## src/rtl/mul_issue_ctrl.sv

```systemverilog
// Issue controller for a multi-cycle multiplier: accepts one op from decode, pulses start,
// waits for the unit's valid and hands the result to writeback, with flush and timeout handling.
module mul_issue_ctrl #(
  parameter int unsigned TAG_W   = 5,
  parameter int unsigned TIMEOUT = 15
) (
  input  logic             clk,
  input  logic             rst,
  input  logic             id_valid,
  output logic             id_ready,
  input  logic             id_op,
  input  logic [31:0]      id_a,
  input  logic [31:0]      id_b,
  input  logic [TAG_W-1:0] id_rd,
  input  logic             flush,
  output logic             mul_start,
  output logic             mul_op,
  output logic [31:0]      mul_a,
  output logic [31:0]      mul_b,
  input  logic             mul_valid,
  input  logic [31:0]      mul_result,
  output logic             wb_valid,
  output logic [TAG_W-1:0] wb_rd,
  output logic [31:0]      wb_data,
  input  logic             wb_ready,
  output logic             stall,
  output logic             err_timeout
);

  typedef enum logic [2:0] {IDLE, ISSUE, WAIT, HOLD, DRAIN} state_t;

  localparam logic [7:0] CNT_LAST = 8'(TIMEOUT - 1);

  state_t             state_q, state_d;
  logic [7:0]         cnt_q, cnt_d;
  logic               err_q, err_d;
  logic               op_q;
  logic [31:0]        a_q, b_q, data_q;
  logic [TAG_W-1:0]   rd_q;
  logic               accept, capture;

  assign id_ready    = (state_q == IDLE) && !flush;
  assign stall       = id_valid && !id_ready;
  assign accept      = id_valid && id_ready;
  assign mul_start   = (state_q == ISSUE);
  assign wb_valid    = (state_q == HOLD);
  assign mul_op      = op_q;
  assign mul_a       = a_q;
  assign mul_b       = b_q;
  assign wb_rd       = rd_q;
  assign wb_data     = data_q;
  assign err_timeout = err_q;

  always_comb begin
    state_d = state_q;
    cnt_d   = cnt_q;
    err_d   = 1'b0;
    capture = 1'b0;
    case (state_q)
      IDLE:  if (accept) state_d = ISSUE;
      // The unit is committed once start fires, so a flush here must still drain it.
      ISSUE: begin
        cnt_d   = '0;
        state_d = flush ? DRAIN : WAIT;
      end
      WAIT: begin
        cnt_d = cnt_q + 8'd1;
        if (mul_valid) begin
          capture = !flush;
          state_d = flush ? IDLE : HOLD;
        end else if (cnt_q == CNT_LAST) begin
          err_d   = 1'b1;
          state_d = IDLE;
        end else if (flush) begin
          state_d = DRAIN;
        end
      end
      HOLD:  if (flush || wb_ready) state_d = IDLE;
      DRAIN: begin
        cnt_d = cnt_q + 8'd1;
        if (mul_valid) begin
          state_d = IDLE;
        end else if (cnt_q == CNT_LAST) begin
          err_d   = 1'b1;
          state_d = IDLE;
        end
      end
      default: state_d = IDLE;
    endcase
  end

  always_ff @(posedge clk or posedge rst) begin
    if (rst) begin
      state_q <= IDLE;
      cnt_q   <= '0;
      err_q   <= 1'b0;
      op_q    <= 1'b0;
      a_q     <= '0;
      b_q     <= '0;
      rd_q    <= '0;
      data_q  <= '0;
    end else begin
      state_q <= state_d;
      cnt_q   <= cnt_d;
      err_q   <= err_d;
      if (accept) begin
        op_q <= id_op;
        a_q  <= id_a;
        b_q  <= id_b;
        rd_q <= id_rd;
      end
      if (capture) data_q <= mul_result;
    end
  end

endmodule

```

## config.mk

```make
export PLATFORM = sky130hd
export DESIGN_NAME = mul_issue_ctrl
export DESIGN_NICKNAME = d
export VERILOG_FILES = /design/src/rtl/mul_issue_ctrl.sv
export SDC_FILE = /design/constraint.sdc
export NUM_CORES = 1
export LEC_CHECK = 0
export CORE_MARGIN = 2
export CORE_UTILIZATION = 37
export CTS_CLUSTER_DIAMETER = 60
export DETAILED_ROUTE_END_ITERATION = 6
export PLACE_DENSITY_LB_ADDON = 0.2
export REMOVE_ABC_BUFFERS = 1
export SYNTH_ARGS = -nofsm -noshare
export SYNTH_HDL_FRONTEND = slang
export SYNTH_SLANG_ARGS = --single-unit
```

## constraint.sdc

```tcl
create_clock -name clk -period 3.6 [get_ports clk]
set_clock_uncertainty 0.15 [all_clocks]
set_input_delay 0.72 -clock clk [delete_from_list [all_inputs] [get_ports clk]]
set_output_delay 0.72 -clock clk [all_outputs]
set_load 0.03 [all_outputs]
```

==> qor.txt <==
DIE
--------------------------------------------------------------------------------------------------------
Horizontal extent of the die                                                                      116 um
Die area                                                                                      13,400 um2
Cell Rows                                                                                             40
Height of the die                                                                                 116 um
Floorplan Core Area                                                                           12,100 um2
Total I/O pin count                                                                                  215
Initial standard-cell utilization of the core                                                      38.1%

SYNTH
--------------------------------------------------------------------------------------------------------
Synth area leaders                                                                          sky130_fd_sc_hd__dfrtp_1 62%, sky130_fd_sc_hd__mux2_2 12%, sky130_fd_sc_hd__mux2_4 9.4%, sky130_fd_sc_hd__mux2_1 5.6%, sky130_fd_sc_hd__buf_2 0.87%
Average cell area after synthesis                                                               15.6 um2
Post-synthesis cell type with the largest combined area                                     sky130_fd_sc_hd__dfrtp_1
Area share of and/or/nand/nor cells after synthesis                                                4.25%
Multiplexer share of the synthesized area                                                          28.1%
Number of flops mapped to enable cells by yosys                                                        0
Top cells by instance count after synthesis                                                 114 x sky130_fd_sc_hd__dfrtp_1, 51 x sky130_fd_sc_hd__mux2_2, 29 x sky130_fd_sc_hd__mux2_4
Sequential element share of the synthesized area                                                   61.8%
Proportion of netlist area held by the largest area contributor                                    61.8%
Synthesis-stage register bit count                                                                   114
Yosys Warn Count                                                                                       0
Complex-gate fraction of the synthesized area                                                      2.52%
Combinational family with the most area after synthesis                                     multiplexers
Netlist area before placement                                                                   4620 um2
Share of async-settable or async-resettable flops after synthesis                                   100%
Adder-cell area share of the yosys netlist                                                        0.542%
Instance count of the mapped netlist                                                                 296
Leading cell type by number of instances after synthesis                                    sky130_fd_sc_hd__dfrtp_1
Main flop type after synthesis                                                              sky130_fd_sc_hd__dfrtp_1
XOR/XNOR share of the synthesized area                                                            0.379%
Count of different cell masters after synthesis                                                       37

WORST SETUP PATH
--------------------------------------------------------------------------------------------------------
Type of origin of the critical path                                                           input port
Most common cell type on the critical path                                                  sky130_fd_sc_hd__clkdlybuf4s50_1
Critical path fanouts, max                                                                             8
Class of the most critical setup path                                                          in -> out
Data arrival time at the worst-slack endpoint                                                    2330 ps
Launching element of the worst setup path                                                          flush
Reg2reg setup slack                                                                              1300 ps
Worst reg2reg startpoint                                                                      state_q[1]
Critical path depth in cells                                                                           3
WP data required                                                                                 2730 ps
Cell-by-cell listing of the critical path                                                   clkdlybuf4s50_1 -> nor4_4 -> clkdlybuf4s50_1
R2r worst-path depth                                                                                   5
Largest stage delay on the critical path                                                          740 ps
Critical path destination                                                                       id_ready
WP buf/inv                                                                                             2
Slowest cell on the critical path                                                           sky130_fd_sc_hd__clkdlybuf4s50_1
Family with the most delay on the worst path                                                buffers and inverters
Endpoint of the worst register-to-register path                                               state_q[0]
Worst setup EP type                                                                         primary output

CELLS AND AREA
--------------------------------------------------------------------------------------------------------
Share of the core filled with cells in the final layout                                            62.6%
Area growth from synthesis to layout                                                               64.3%
Inserted Diodes                                                                                        0
Layout filler cell count                                                                             973
Nets@finish                                                                                          628
Share of post-route cells with drive strength above 1                                              22.2%
Final instance area                                                                             7590 um2

STATUS
--------------------------------------------------------------------------------------------------------
Run status                                                                                  finished, final reports clean

CLOCK TREE
--------------------------------------------------------------------------------------------------------
Root Buffer Master                                                                          sky130_fd_sc_hd__clkbuf_16
Clk sink count                                                                                       114
Number of H-tree branching levels                                                                      4
CTS tree                                                                                             yes
Cts repair resizes                                                                                     0
Number of CTS-inserted buffers                                                                        17
Post-CTS clock slew at the launch and capture registers of the worst setup and hold paths          50 ps
Number of setup buffers added after CTS                                                                0
Clock network latency to the later pin of the worst-skew pair                                     400 ps
Hold_buf cts                                                                                           0
Buffers from clock root to sink, at most                                                               2

DETAILED ROUTING
--------------------------------------------------------------------------------------------------------
Total iterations of the first detailed-routing run                                                     4
Count of vias placed by the detailed router                                                        3,188
Post-route antenna net violation count                                                                 0
Via density                                                                                         4.56
DRC violation count after routing                                                                      0
Number of DRC markers after the initial detailed-route iteration                                     173
Sum of routed wire length over all layers                                                        11.1 mm
Post-detailed-route wirelength per cell                                                          15.9 um

PLACEMENT
--------------------------------------------------------------------------------------------------------
Final HPWL DP                                                                                    8.02 mm
Count of buffers inserted at the top-level ports                                                     214
Area after DPL                                                                                  6930 um2
Routability congestion estimate from global placement                                              0.723

TIMING
--------------------------------------------------------------------------------------------------------
Max-slew violation total from the final report                                                         0
Setup repair after global routing missed its margin                                                   no
Slew @ Worst Pin                                                                                  892 ps
Max Freq                                                                                       0.312 GHz
Post-route minimum period                                                                        3200 ps
Final critical-path share of the clock period                                                      88.9%
Final Hold Fails                                                                                       0
Setup violators final                                                                                  0
Worst slew margin relative to its limit                                                            40.5%

GRT
--------------------------------------------------------------------------------------------------------
Largest net degree at the start of global routing                                                     71
Total Routing Usage GR                                                                             16.7%
GR Overflow Total                                                                                      0
Global-route wire length before repair                                                           16.9 mm
Initial antenna violation count                                                                        0
Number of global-route vias before repair                                                          3,337

PWR
--------------------------------------------------------------------------------------------------------
Combinational cell fraction of total power                                                         46.6%
Clock network fraction of design power                                                             24.0%
Power per unit of standard cell area                                                         1010 nW/um2
Int Pwr                                                                                          4.88 mW
Fraction of power consumed by sequential logic                                                     29.4%
Switching pwr                                                                                    2.78 mW
Switch share                                                                                       36.3%
Worst-case vdd ir drop                                                                            668 uV
LEAKAGE                                                                                          3.31 nW

HOLD PATH
--------------------------------------------------------------------------------------------------------
Worst min path class                                                                          reg -> reg

JOB
--------------------------------------------------------------------------------------------------------
Number of max-cap violations                                                                           0

metrics by stage:
step / power [mW] / cells / setup TNS, ps / worst slack, ps / hold WS, ps
2_1_floorplan: 4.31 / 281 / -32570 / -286 / 312
3_3_place_gp: 5.81 / 667 / 0 / 449 / 323
3_5_place_dp: 5.88 / 667 / 0 / 383 / 331
4_1_cts: 7.76 / 699 / 0 / 376 / 342
5_1_grt: 8.02 / 699 / 0 / 290 / 344
6_report: 7.67 / 699 / 0 / 399 / 337
power by group through the flow:
stage / clock [mW] / sequential, mW / combinational, mW
after global routing: 1.95 / 2.32 / 3.75
after floorplan: 0 / 3.40 / 0.916
after CTS: 1.88 / 2.26 / 3.62
after global placement: 0 / 2.24 / 3.57
after detailed placement: 0 / 2.27 / 3.61
final: 1.84 / 2.25 / 3.57
placed cells by master, fill, tap and decap left out, types with 3 or more instances in the layout:
cell	instances
sky130_fd_sc_hd__mux2_4	29
sky130_fd_sc_hd__mux2_2	51
sky130_fd_sc_hd__dfrtp_1	114
sky130_fd_sc_hd__clkbuf_8	3
sky130_fd_sc_hd__mux2_1	23
sky130_fd_sc_hd__clkbuf_1	3
sky130_fd_sc_hd__o21ai_0	3
sky130_fd_sc_hd__inv_1	4
sky130_fd_sc_hd__nor2b_1	3
sky130_fd_sc_hd__buf_4	3
sky130_fd_sc_hd__nand3_1	6
sky130_fd_sc_hd__nor2_1	6
sky130_fd_sc_hd__clkbuf_16	17
sky130_fd_sc_hd__mux2i_1	3
sky130_fd_sc_hd__bufinv_16	5
sky130_fd_sc_hd__nand2_1	9
sky130_fd_sc_hd__clkdlybuf4s50_1	214
cell type report:
cell class / instances / area, um2 / share of cell area (%)
inverter: 5 / 21.3 / 0.280
clock inverter: 9 / 176 / 2.33
multi-input combinational: 162 / 1660 / 21.9
sequential: 114 / 2850 / 37.6
clock buffer: 23 / 478 / 6.30
tap: 168 / 210 / 2.77
timing repair buffer: 218 / 2180 / 28.8
cell families after synthesis:
| family | after synthesis |
|---|---|
| compound gates | 16 |
| xor+xnor | 2 |
| fa+ha+maj | 2 |
| buf+inv | 20 |
| flops | 114 |
| mux | 106 |
| simple gates | 36 |
worst reg2reg max path: cells and delay by family (launching register included):
| kind | cells | cell delay, ps |
|---|---|---|
| AO/OA/AOI/OAI | 2 | 480 |
| buffers and inverters | 1 | 320 |
| flip-flops | 1 | 620 |
| AND/OR/NAND/NOR | 2 | 640 |
state kept, by name (all words and copies together), names as in the netlist:
name and count:
wb_rd 5, mul_op 1, cnt_q 8, state_q 3
mul_a 32, mul_b 32, wb_data 32, err_timeout 1
how the worst min path moves through the flow:
stage               startpoint        to  depth (start not counted)
floorplan             cnt_q[7]  cnt_q[7]                          1
global placement      mul_b[5]  mul_b[5]                          1
detailed placement    mul_a[1]  mul_a[1]                          1
CTS                   mul_a[1]  mul_a[1]                          1
global route            mul_op    mul_op                          1
finish                  mul_op    mul_op                          1
per-layer routing:
metal  part of all wire, %  vias to the layer above  routed length, um  GRT usage [%]
met5                     0                        -                  0              0
met4                   1.2                        0                133           6.67
met3                    10                       15               1160           7.79
met2                    46                      151               5180           26.2
met1                    42                     1529               4660           20.1
li1                      -                     1493                  -              -
Power figures use the tool's default switching activity.
